--- src/rtl/dac_sample_packer.sv ---
`default_nettype none
// ============================================================================
// Module   : dac_sample_packer
// Purpose  : Saturates two signed channels to DAC width, packs them into an
//            AXI-Stream word and buffers the words in a show-ahead FIFO that is
//            flushed while IAGC status reports reset. Optional ramp test
//            pattern source enabled by macro DAC_PACK_TEST_PATTERN_EN.
// Revision : 1.0 - initial release
// ============================================================================
module dac_sample_packer #(
    parameter int IN_DATA_SIZE     = 16,
    parameter int ZMOD_DATA_SIZE   = 14,
    parameter int AXIS_DATA_SIZE   = 32,
    parameter int IAGC_STATUS_SIZE = 4,
    parameter int FIFO_DEPTH       = 8
) (
    input  logic                            i_dac_clock,
    input  logic                            i_reset,
    input  logic [IAGC_STATUS_SIZE-1:0]     i_iagc_status,
    input  logic [IN_DATA_SIZE-1:0]         i_ch1_data,
    input  logic [IN_DATA_SIZE-1:0]         i_ch2_data,
    input  logic                            i_data_valid,
`ifdef DAC_PACK_TEST_PATTERN_EN
    input  logic                            i_pattern_en,
`endif
    output logic                            o_data_ready,
    output logic [AXIS_DATA_SIZE-1:0]       o_data,
    output logic                            o_data_valid,
    input  logic                            i_data_ready,
    output logic [$clog2(FIFO_DEPTH):0]     o_fifo_level,
    output logic                            o_sat_ch1,
    output logic                            o_sat_ch2,
    output logic [15:0]                     o_underrun_count
);

    localparam int PTR_W = $clog2(FIFO_DEPTH);
    localparam int LVL_W = PTR_W + 1;
    localparam int HALF  = AXIS_DATA_SIZE / 2;
    localparam int PAD   = HALF - ZMOD_DATA_SIZE;

    localparam logic signed [IN_DATA_SIZE-1:0] SAT_MAX =
        {{(IN_DATA_SIZE-ZMOD_DATA_SIZE+1){1'b0}}, {(ZMOD_DATA_SIZE-1){1'b1}}};
    localparam logic signed [IN_DATA_SIZE-1:0] SAT_MIN =
        {{(IN_DATA_SIZE-ZMOD_DATA_SIZE+1){1'b1}}, {(ZMOD_DATA_SIZE-1){1'b0}}};

    // Returns {clipped, clamped sample}.
    function automatic logic [ZMOD_DATA_SIZE:0] saturate(input logic signed [IN_DATA_SIZE-1:0] s);
        if (s > SAT_MAX)
            saturate = {1'b1, SAT_MAX[ZMOD_DATA_SIZE-1:0]};
        else if (s < SAT_MIN)
            saturate = {1'b1, SAT_MIN[ZMOD_DATA_SIZE-1:0]};
        else
            saturate = {1'b0, s[ZMOD_DATA_SIZE-1:0]};
    endfunction

    // Each channel sits left-justified in its half-word, low bits zero.
    function automatic logic [AXIS_DATA_SIZE-1:0] pack_word(input logic [ZMOD_DATA_SIZE-1:0] a,
                                                           input logic [ZMOD_DATA_SIZE-1:0] b);
        logic [HALF-1:0] ha;
        logic [HALF-1:0] hb;
        ha = HALF'(a) << PAD;
        hb = HALF'(b) << PAD;
        pack_word = {ha, hb};
    endfunction

    logic                       active;
    logic [ZMOD_DATA_SIZE:0]    ch1_res;
    logic [ZMOD_DATA_SIZE:0]    ch2_res;
    logic                       push;
    logic                       pop;
    logic                       sat_set1;
    logic                       sat_set2;
    logic [AXIS_DATA_SIZE-1:0]  push_word;
    logic [AXIS_DATA_SIZE-1:0]  mem [FIFO_DEPTH];
    logic [PTR_W-1:0]           wr_ptr;
    logic [PTR_W-1:0]           rd_ptr;
    logic [LVL_W-1:0]           level;
    logic [LVL_W-1:0]           level_next;
    logic                       not_full;
    logic                       sat1;
    logic                       sat2;
    logic [15:0]                underrun;

    assign active  = (i_iagc_status != '0);
    assign ch1_res = saturate(i_ch1_data);
    assign ch2_res = saturate(i_ch2_data);
    assign pop     = o_data_valid && i_data_ready;

`ifdef DAC_PACK_TEST_PATTERN_EN
    logic [ZMOD_DATA_SIZE-1:0] ramp;
    logic                      pattern_mode;

    assign pattern_mode = active && i_pattern_en;
    assign o_data_ready = active && not_full && !pattern_mode;
    assign push         = pattern_mode ? not_full : (i_data_valid && o_data_ready);
    assign push_word    = pattern_mode ? pack_word(ramp, ~ramp)
                                       : pack_word(ch1_res[ZMOD_DATA_SIZE-1:0], ch2_res[ZMOD_DATA_SIZE-1:0]);
    assign sat_set1     = push && !pattern_mode && ch1_res[ZMOD_DATA_SIZE];
    assign sat_set2     = push && !pattern_mode && ch2_res[ZMOD_DATA_SIZE];

    always_ff @(posedge i_dac_clock or posedge i_reset) begin
        if (i_reset)
            ramp <= '0;
        else if (!active)
            ramp <= '0;
        else if (pattern_mode && push)
            ramp <= ramp + 1'b1;
    end
`else
    assign o_data_ready = active && not_full;
    assign push         = i_data_valid && o_data_ready;
    assign push_word    = pack_word(ch1_res[ZMOD_DATA_SIZE-1:0], ch2_res[ZMOD_DATA_SIZE-1:0]);
    assign sat_set1     = push && ch1_res[ZMOD_DATA_SIZE];
    assign sat_set2     = push && ch2_res[ZMOD_DATA_SIZE];
`endif

    always_comb begin
        level_next = level;
        if (!active)
            level_next = '0;
        else if (push && !pop)
            level_next = level + 1'b1;
        else if (!push && pop)
            level_next = level - 1'b1;
    end

    // Storage is reset so o_data reads zero out of reset.
    always_ff @(posedge i_dac_clock or posedge i_reset) begin
        if (i_reset) begin
            for (int i = 0; i < FIFO_DEPTH; i++)
                mem[i] <= '0;
        end else if (active && push) begin
            mem[wr_ptr] <= push_word;
        end
    end

    always_ff @(posedge i_dac_clock or posedge i_reset) begin
        if (i_reset) begin
            wr_ptr   <= '0;
            rd_ptr   <= '0;
            level    <= '0;
            not_full <= 1'b0;
            sat1     <= 1'b0;
            sat2     <= 1'b0;
            underrun <= '0;
        end else if (!active) begin
            wr_ptr   <= '0;
            rd_ptr   <= '0;
            level    <= '0;
            not_full <= 1'b1;
            sat1     <= 1'b0;
            sat2     <= 1'b0;
            underrun <= '0;
        end else begin
            if (push)
                wr_ptr <= wr_ptr + 1'b1;
            if (pop)
                rd_ptr <= rd_ptr + 1'b1;
            level    <= level_next;
            not_full <= (level_next < LVL_W'(FIFO_DEPTH));
            if (sat_set1)
                sat1 <= 1'b1;
            if (sat_set2)
                sat2 <= 1'b1;
            if (level == '0 && i_data_ready && underrun != 16'hFFFF)
                underrun <= underrun + 16'd1;
        end
    end

    assign o_data           = mem[rd_ptr];
    assign o_data_valid     = (level != '0);
    assign o_fifo_level     = level;
    assign o_sat_ch1        = sat1;
    assign o_sat_ch2        = sat2;
    assign o_underrun_count = underrun;

endmodule
`default_nettype wire

--- config.mk ---
export PLATFORM = sky130hd
export DESIGN_NAME = dac_sample_packer
export DESIGN_NICKNAME = d
export VERILOG_FILES = /design/src/rtl/dac_sample_packer.sv
export SDC_FILE = /design/constraint.sdc
export NUM_CORES = 1
export LEC_CHECK = 0
export CAP_MARGIN = 40
export CORE_ASPECT_RATIO = 1.1
export CORE_MARGIN = 8
export CORE_UTILIZATION = 45
export DETAILED_ROUTE_END_ITERATION = 8
export DONT_BUFFER_PORTS = 1
export PLACE_DENSITY = 0.58
export REMOVE_ABC_BUFFERS = 1
export SYNTH_ARGS = -nofsm -noshare
export SYNTH_HDL_FRONTEND = slang
export SYNTH_SLANG_ARGS = --single-unit
--- constraint.sdc ---
create_clock -name i_dac_clock -period 15.79 [get_ports i_dac_clock]
set_clock_uncertainty 0.2 [all_clocks]
set_input_delay 2.3685 -clock i_dac_clock [delete_from_list [all_inputs] [get_ports i_dac_clock]]
set_output_delay 2.3685 -clock i_dac_clock [all_outputs]
set_load 0.01 [all_outputs]
Word level (Yosys, flattened, before mapping)
Index checks and enable logic that the tools add are counted.
- add/subtract/negate cells: 5
- $lt $le $gt $ge: 8
- equality and inequality tests: 6
- multiplexer cells: 25
- bitwise operators: 2
- reduce and logical (&&, ||, !) cells: 16
- operators by type and width (cell ; number):
    bitwise mux 256 bit ; 1
    binary-select mux 32 bit (select 3 bit) ; 1
    demux 32 bit (select 3 bit) ; 1
    two-way mux 32 bit ; 3
    two-way mux 15 bit ; 4
    greater-than comparator 16 x 14 -> 1 bit, second input constant ; 2
    less-than comparator 16 x 14 -> 1 bit, second input constant ; 2
    two-way mux 16 bit ; 2
    adder 16 x 1 -> 16 bit, second input constant ; 1
    two-way mux 4 bit ; 4
    inequality test 16 bit, second input constant ; 1
    two-way mux 3 bit ; 4
    logical AND 1 bit ; 11
    inequality test 2 x 1 -> 1 bit, second input constant ; 5
    >= comparator 4 bit, second input constant ; 2
    NOT 3 -> 4 bit ; 2
    nonzero test 4 bit ; 2
    adder 3 x 1 -> 3 bit, second input constant ; 2
    two-way mux 1 bit ; 5
    adder 4 x 1 -> 4 bit, second input constant ; 1
    logical NOT 4 bit ; 1
    less-than comparator 4 x 1 -> 1 bit, second input constant ; 1
    less-than comparator 4 bit, second input constant ; 1
    subtractor 4 x 1 -> 4 bit, second input constant ; 1
    logical NOT 1 bit ; 2
- register bits after elaboration: 285
- input bits: 40
- output and inout bits: 56
- logic and storage cells: 77

Longest topological paths before layout
Gate-level depths: netlist of the first run.
- depth after elaboration: 10
- depth in mapped cells: 8
- mapped depth without buffers: 7

Worst setup path after synthesis of the first run
OpenSTA, ideal clock, no wires.
- path type: input-to-output
- start point: input i_iagc_status[1]
- end point: output o_data_ready
- arrival: 3309 ps
- required time: 13222 ps
- slack: 9912 ps
- cell stages on the path: 3
- path buffers: 1
- cell sequence: or4_4 -> clkbuf_1 -> and2_1
- cells in the longest elaborated chain, start to end: 2
- RTL lines (element ; RTL line ; text):
    start, declared ; 19 ; input logic [IAGC_STATUS_SIZE-1:0] i_iagc_status,
    nonzero test 4 bit ; 84 ; assign active = (i_iagc_status != '0);
    logical AND 1 bit ; 110 ; assign o_data_ready = active && not_full;
    end, declared ; 26 ; output logic o_data_ready,
No other way between the ends.

Final worst setup path of the first run
Same ends and word-level chain as after synthesis.

==> results.md, run 1 <==
* Total routed wirelength at 28.6 mm
* Drt wl/cell at 20.2 um
* HPWL Detailed at 17.0 mm
* Master of the slowest instance on the critical path: or4_4
* Drt first pass iters at 5
* Initial Utilization at 0.454
* Static Leak at 5.95 nW
* Count leader, synth: dfrtp_1
* Synth-to-layout area growth at 10.5%
* Pwr/cell area at 201 nW/um2
* Num Clock Sinks at 253
* Postcts setup bufs at 0
* RSZ-0062 raised after global routing: false
* Vias/cell at 5.52
* CP max FO at 11
* Ratio of cells with drive above 1 in the final layout at 0.239
* Peak Freq at 173 MHz
* Synth area leaders: dfrtp_1, mux2_2, mux4_2
* Post-Syn Area at 12200 um2
* DR vias at 7843
* Number of buffers and inverters on the critical path at 0
* Initial DRC Count at 431
* H-tree depth at 1
* Crit path largest cell delay at 0.61 ns
* Worst VDD drop at 114 uV
* Sum Neg Setup Slack at 0 ns
* Cts hold-fix bufs at 0
* Number of global-route vias before repair at 8295
* Grt total ovfl at 0
* CTS clk-pin slew, worst paths at 0.06 ns
* Tcrit/Tclk final at 0.366
* Status: completed
* Num rows at 63
* Synth top cells by count: dfrtp_1, nand2_1, o21ai_0
* Residual DRC at 0
* Antenna-violating nets left at 0
* CTS Root Cell: clkbuf_16
* Internal at 1.83 mW
* IO Count at 96
* Final Hold Viols at 0
* Crit. End Element: output pin
* Clock Power Share at 0.250
* Total CTS buffers at 29
* Fraction of registers with async set/reset at 1.00
* Cts repair resizes at 0
* Number of flops mapped to enable cells by yosys at 0
* GRT Total Usage at 0.179
* Die Area at 32500 um2
* Crit Path Class: input port to output pin
* Final setup fails at 0
* Yosys warnings at 0
* Library cells used by synthesis at 47
* Clock Path Buffers at 3
* Critical-path cell list: or4_4 > and2_1
* Startpoint class of the critical path: input port
* Final core occ at 0.501
* Combinational Power Share at 0.342
* Core area at 26800 um2
* Sw Ratio at 0.321
* Fillers at 2416
* Final Max Slew Viols at 0
* Max-Cap Viols at 0
* Largest net degree at the start of global routing at 105
* CP Data Required Time at 13.22 ns
* Synth Area per Inst at 11.4 um2
* Placer Congestion at 0.745
* Switching pwr at 0.864 mW
* Slew @ Worst Pin at 0.856 ns
* Multi-input logic area at 5460 um2
* First-pass GRT wire length at 46.9 mm
* Die X-Extent at 173 um
* Post-synth top area share at 0.521
* Port Buffers at 0
* Top FF cell, synth: dfrtp_1
* Seq cells post-synth at 253
* Register area at 6340 um2
* Delay-heaviest family, CP: simple AND/OR/NAND/NOR gates
* Syn Inst Count at 1070
* Minimum clock period at 5.78 ns
* Slew headroom at 0.427
* # nets final at 1085
* Post-synth top area cell: dfrtp_1
* Sequential power share at 0.409
* Seq/Total Area, Yosys at 0.521
* Worst skew pair latency at 0.54 ns
* HP Class: flip-flop to flip-flop
* Antenna violations before repair at 0
* CP arrival at 3.21 ns
* Diode count at 0
* Die Y at 188 um
* CTS tree: built
[power groups by stage]
stage | Clock, mW | Combinational [mW] | Sequential [mW]
finish | 0.673 | 0.920 | 1.10
global route | 0.718 | 1.02 | 1.14
detailed placement | 0 | 0.942 | 1.11
CTS | 0.690 | 0.946 | 1.10
global placement | 0 | 0.904 | 1.10
floorplan | 0 | 0.703 | 1.11
[path summary, 6_finish.rpt]
check | start | end | slack, ns | cells past startpoint
setup / recovery | i_iagc_status[1] | o_data_ready | 10.01 | 2
hold / removal | mem[184] | mem[184] | 0.27 | 2
setup reg to reg | not_full | mem[95] | 12.87 | 5
hold reg to reg | mem[184] | mem[184] | 0.27 | 2
max in group asynchronous | i_reset | mem[220] | 11.75 | 5
min in group asynchronous | i_reset | o_underrun_count[6] | 1.58 | 1
[flip-flops by register name, indices dropped and copies added (netlist names)]
register and flops:
not_full 1, o_fifo_level 4, mem 224, o_sat_ch1 1, o_sat_ch2 1, o_underrun_count 16, rd_ptr 3, wr_ptr 3
[through the flow]
step | instances | setup WS (ns) | hold slack (ns) | power (mW) | area, um2
3_3_place_gp | 1362 | 10.00 | 0.256 | 2.01 | 12400
4_1_cts | 1420 | 10.0 | 0.279 | 2.74 | 13400
6_report | 1420 | 10.01 | 0.274 | 2.70 | 13400
5_1_grt | 1420 | 9.98 | 0.290 | 2.89 | 13400
2_1_floorplan | 991 | 6.26 | 0.245 | 1.81 | 11800
3_5_place_dp | 1366 | 10.0 | 0.266 | 2.06 | 12500
[per-layer routing]
| metal | up-vias | share of wire | wire [um] | track usage |
|---|---|---|---|---|
| met5 | - | 0 | 0 | 0 |
| li1 | 3719 | - | - | - |
| met4 | 0 | 0.020 | 575 | 0.0455 |
| met1 | 3932 | 0.45 | 12800 | 0.230 |
| met2 | 150 | 0.48 | 13700 | 0.302 |
| met3 | 42 | 0.055 | 1580 | 0.0420 |
[layout by cell type, fill, tap and decap left out, drive strengths merged, types with 4 or more instances in the layout]
cell / netlist / final
a21o: 26 / 26
o21ai: 132 / 132
and3: 5 / 5
dfrtp: 253 / 253
inv: 3 / 5
xor2: 16 / 16
a21oi: 29 / 29
nand4: 7 / 7
nand2: 201 / 201
mux2: 122 / 122
clkinv: 0 / 5
and2: 5 / 5
ha: 5 / 5
mux4: 56 / 56
buf: 39 / 18
conb: 1 / 4
nand3: 15 / 15
nor2: 74 / 74
o211ai: 4 / 4
a211oi: 4 / 4
clkbuf: 43 / 45
[cells by family after synthesis]
logic type / after synthesis / synth area share
multiplexers: 178 / 0.217
adder cells (fa/ha/maj): 5 / 0.00514
AND/OR/NAND/NOR: 326 / 0.118
AO/OA/AOI/OAI: 204 / 0.0939
flip-flops: 253 / 0.521
other: 1 / 0.000308
buffers and inverters: 85 / 0.0324
XOR/XNOR: 18 / 0.0130
[cell type report]
| type | count | share of cell area |
|---|---|---|
| Multi-Input combinational cell | 735 | 0.406 |
| Clock buffer | 45 | 0.0645 |
| Timing Repair Buffer | 18 | 0.0149 |
| Sequential cell | 253 | 0.472 |
| Clock inverter | 9 | 0.00810 |
| Inverter | 3 | 0.00140 |
| Tap cell | 357 | 0.0332 |
Note: power is estimated with default switching activity, not from simulation.
==> run 2, diff against run 1 <==
--- a/config.mk
+++ b/config.mk
@@ -5,6 +5,7 @@
 export SDC_FILE = /design/constraint.sdc
 export NUM_CORES = 1
 export LEC_CHECK = 0
+export ABC_AREA = 1
 export CAP_MARGIN = 40
 export CORE_ASPECT_RATIO = 1.1
 export CORE_MARGIN = 8
==> constraint.sdc (replaced) <==
create_clock -name i_dac_clock -period 5.8 [get_ports i_dac_clock]
set_clock_uncertainty 0.2 [all_clocks]
set_input_delay 0.87 -clock i_dac_clock [delete_from_list [all_inputs] [get_ports i_dac_clock]]
set_output_delay 0.87 -clock i_dac_clock [all_outputs]
set_load 0.01 [all_outputs]
==> run 2 against run 1 <==
Compared with the run above: core utilization is 0.44 points lower; flip-flop and latch count unchanged; total power increased to 2.6 times the previous value; non-clock buffer count fell by 1; clock power increased by 150%; final cell count increased by 19%; worst hold slack got worse by 0.15 ns; final area down 4.2%; global-route usage rose by 0.94 points; largest cell class unchanged.
==> results.md, run 2 <==
* Post-Synth Simple-Gate Area at 0.184 (was 0.118)
* Fraction of registers with async set/reset at 1.00 (unchanged)
* IO Count at 96 (unchanged)
* Post-synth top area share at 0.539 (was 0.521)
* RR Startpoint: rd_ptr[0] (was not_full)
* RSZ-0062 raised after global routing: false (unchanged)
* H-tree depth at 1 (unchanged)
* Crit Path Class: flip-flop to output pin (was input port to output pin)
* Startpoint class of the critical path: flip-flop (was input port)
* CTS clk-pin slew, worst paths at 0.06 ns (about the same)
* Most frequent cells in the layout: nand2_1, o21ai_0, dfrtp_1, nor2_1 (was dfrtp_1, nand2_1, o21ai_0, mux2_2, nor2_1)
* CP arrival at 3.01 ns (was 3.21 ns)
* Master of the slowest instance on the critical path: dfrtp_4 (was or4_4)
* Die X-Extent at 170 um (was 173 um)
* Seq/Total Area, Yosys at 0.539 (was 0.521)
* Antenna violations before repair at 1 (was 0)
* Adder-Cell Fraction of Synth Area at 0.00533 (was 0.00514)
* Post-synthesis xor/xnor area fraction at 0.00522 (was 0.0130)
* Diode count at 0 (unchanged)
* Placed cell count at 1643 (was 1366)
* Largest family of logic cells by synthesized area: simple AND/OR/NAND/NOR gates (was multiplexers)
* Placer Congestion at 0.792 (was 0.745)
* Final core occ at 0.497 (was 0.501)
* Die Area at 31500 um2 (was 32500 um2)
* Post-Syn Area at 11700 um2 (was 12200 um2)
* CTS tree: built (unchanged)
* Biggest register: mem (unchanged)
* Worst VDD drop at 266 uV (was 114 uV)
* Ratio of cells with drive above 1 in the final layout at 0.0635 (was 0.239)
* Slew @ Worst Pin at 0.858 ns (was 0.856 ns)
* Synth top cells by count: nand2_1, o21ai_0, dfrtp_1 (was dfrtp_1, nand2_1, o21ai_0)
* Final setup fails at 0 (unchanged)
* Crit. End Element: output pin (unchanged)
* Synth-to-layout area growth at 9.62% (was 10.5%)
* Multiplexer share of the synthesized area at 0.0477 (was 0.217)
* Tcrit/Tclk final at 0.703
* Clock Path Buffers at 3 (unchanged)
* Port Buffers at 0 (unchanged)
* Initial DRC Count at 604 (was 431)
* Postcts setup bufs at 0 (unchanged)
* Reg2reg path depth at 3 (was 5)
* Total CTS buffers at 27 (was 29)
* Cts hold-fix bufs at 0 (unchanged)
* Seq cells post-synth at 253 (unchanged)
* Drt wl/cell at 17.4 um (was 20.2 um)
* Status: completed (unchanged)
* Num rows at 62 (was 63)
* Vias/cell at 5.39 (was 5.52)
* Final Max Slew Viols at 0 (unchanged)
* Fillers at 2501 (was 2416)
* Number of flops mapped to enable cells by yosys at 0 (unchanged)
* Grt total ovfl at 0 (unchanged)
* Crit-path most repeated cell: nand2_1
* Cts repair resizes at 0 (unchanged)
* CP max FO at 55 (was 11)
* Yosys warnings at 0 (unchanged)
* Worst skew pair latency at 0.53 ns (was 0.54 ns)
* Pwr/cell area at 538 nW/um2 (was 201 nW/um2)
* Final Hold Viols at 0 (unchanged)
* HP Class: input port to async pin (was flip-flop to flip-flop)
* HPWL Detailed at 17.7 mm (was 17.0 mm)
* Static Leak at 6.03 nW (was 5.95 nW)
* Most common cell after layout, fill and taps aside: nand2_1 (was dfrtp_1)
* Largest register FFs at 224 (unchanged)
* CTS Root Cell: clkbuf_16 (unchanged)
* Number of global-route vias before repair at 8919 (was 8295)
* Synth area leaders: dfrtp_1, nand2_1, o21ai_0 (was dfrtp_1, mux2_2, mux4_2)
* Drt first pass iters at 5 (unchanged)
* Residual DRC at 0 (unchanged)
* CP Data Required Time at 4.73 ns (was 13.22 ns)
* Critical-path cell list: inv_2 > buf_4 > nor2_1 > o22ai_1 > nand2_1 > nand2_1 (was or4_4 > and2_1)
* # nets final at 1365 (was 1085)
* Multi-input logic area at 4880 um2 (was 5460 um2)
* First-pass GRT wire length at 48.1 mm (was 46.9 mm)
* Peak Freq at 245 MHz
* Minimum clock period at 4.08 ns
* Total routed wirelength at 29.4 mm (was 28.6 mm)
* Slew headroom at 0.428 (was 0.427)
* Synth Area per Inst at 8.57 um2 (was 11.4 um2)
* Count leader, synth: nand2_1 (was dfrtp_1)
* Max-Cap Viols at 0 (unchanged)
* Reg2Reg Setup Slack at 3.68 ns (was 12.87 ns)
* Core area at 25900 um2 (was 26800 um2)
* Critical R2R Capture: rd_ptr[0] (was mem[95])
* Num Clock Sinks at 253 (unchanged)
* Post-synth top area cell: dfrtp_1 (unchanged)
* Crit path largest cell delay at 0.75 ns (was 0.61 ns)
* DR vias at 9111 (was 7843)
* Top FF cell, synth: dfrtp_1 (unchanged)
* Largest net degree at the start of global routing at 143 (was 105)
* Syn Inst Count at 1370 (was 1070)
* Register area at 6340 um2 (about the same)
* Antenna-violating nets left at 0 (unchanged)
* Initial Utilization at 0.453 (was 0.454)
* Library cells used by synthesis at 30 (was 47)
* GRT Total Usage at 0.188 (was 0.179)
* Pwr Total at 6.92 mW (was 2.70 mW)
* Final std cells w/o fill at 1691 (was 1420)
* Synth Area in Compound Gates at 0.170 (was 0.0939)
* Die Y at 185 um (was 188 um)
## run 2: changes by cell type after synthesis, moves of 44 or more
| cell | delta |
|---|---|
| nand2_1 | +200 |
| o21ai_0 | +140 |
| mux2_2 | -116 |
| mux2i_1 | +56 |
| mux4_2 | -56 |
| o22ai_1 | +55 |
| o21ai_1 | +44 |
## run 2: area by class of cell
class / instances / area share
inverter: 25 / 0.00787
sequential: 253 / 0.492
tap: 352 / 0.0342
timing repair buffer: 17 / 0.0192
multi-input combinational: 996 / 0.379
clock buffer: 40 / 0.0617
clock inverter: 8 / 0.00525
## run 2: worst max path at each step
stage / endpoint / slack (ns) / startpoint
finish: o_data[27] / 1.72 / rd_ptr[0]
detailed placement: o_data[27] / 2.23 / rd_ptr[0]
global route: o_data[18] / 1.53 / rd_ptr[0]
global placement: mem[105] / 2.00 / i_iagc_status[0]
CTS: o_data[27] / 1.67 / rd_ptr[0]
floorplan: mem[100] / -2.23 / i_reset
## run 2: power by group
part / switching, mW / leakage (nW) / internal, mW / total [mW]
clock network: 0.684 / 0.428 / 0.986 / 1.67
registers: 0.573 / 3.30 / 2.49 / 3.06
logic: 1.35 / 2.30 / 0.837 / 2.19
## run 2: logic make-up (layout without fill, tap and decap cells)
group,after synthesis,in the layout
AND/OR/NAND/NOR,541,541
AO/OA/AOI/OAI,383,383
flip-flops,253,253
buffers and inverters,124,90
multiplexers,56,56
XOR/XNOR,7,7
adder cells (fa/ha/maj),5,5
other,1,4
## run 2: stage by stage
stage / setup slack [ns] / setup TNS, ns / area, um2 / hold WS, ns
detailed placement: 2.23 / 0 / 12000 / 0.268
finish: 1.72 / 0 / 12900 / 0.119
global placement: 2.00 / 0 / 11800 / 0.260
CTS: 1.67 / 0 / 12900 / 0.176
floorplan: -2.23 / -563.35 / 11300 / 0.248
global route: 1.53 / 0 / 12900 / 0.191
## run 2: metal layers
layer  vias to the layer above  share of wire  track usage  routed length (um)
li1                       4508              -            -                   -
met1                      4336           0.46        0.251               13500
met2                       219           0.45        0.306               13400
met3                        46          0.064       0.0409                1870
met4                         2          0.023       0.0530                 676
met5                         -        0.00044            0                  13
## run 2: critical path, delay by kind of cell (launching register included)
| family | cells | cell delay (ns) |
|---|---|---|
| AND/OR/NAND/NOR | 3 | 0.35 |
| AO/OA/AOI/OAI | 1 | 0.18 |
| flip-flops | 1 | 0.75 |
| buffers and inverters | 2 | 1.19 |
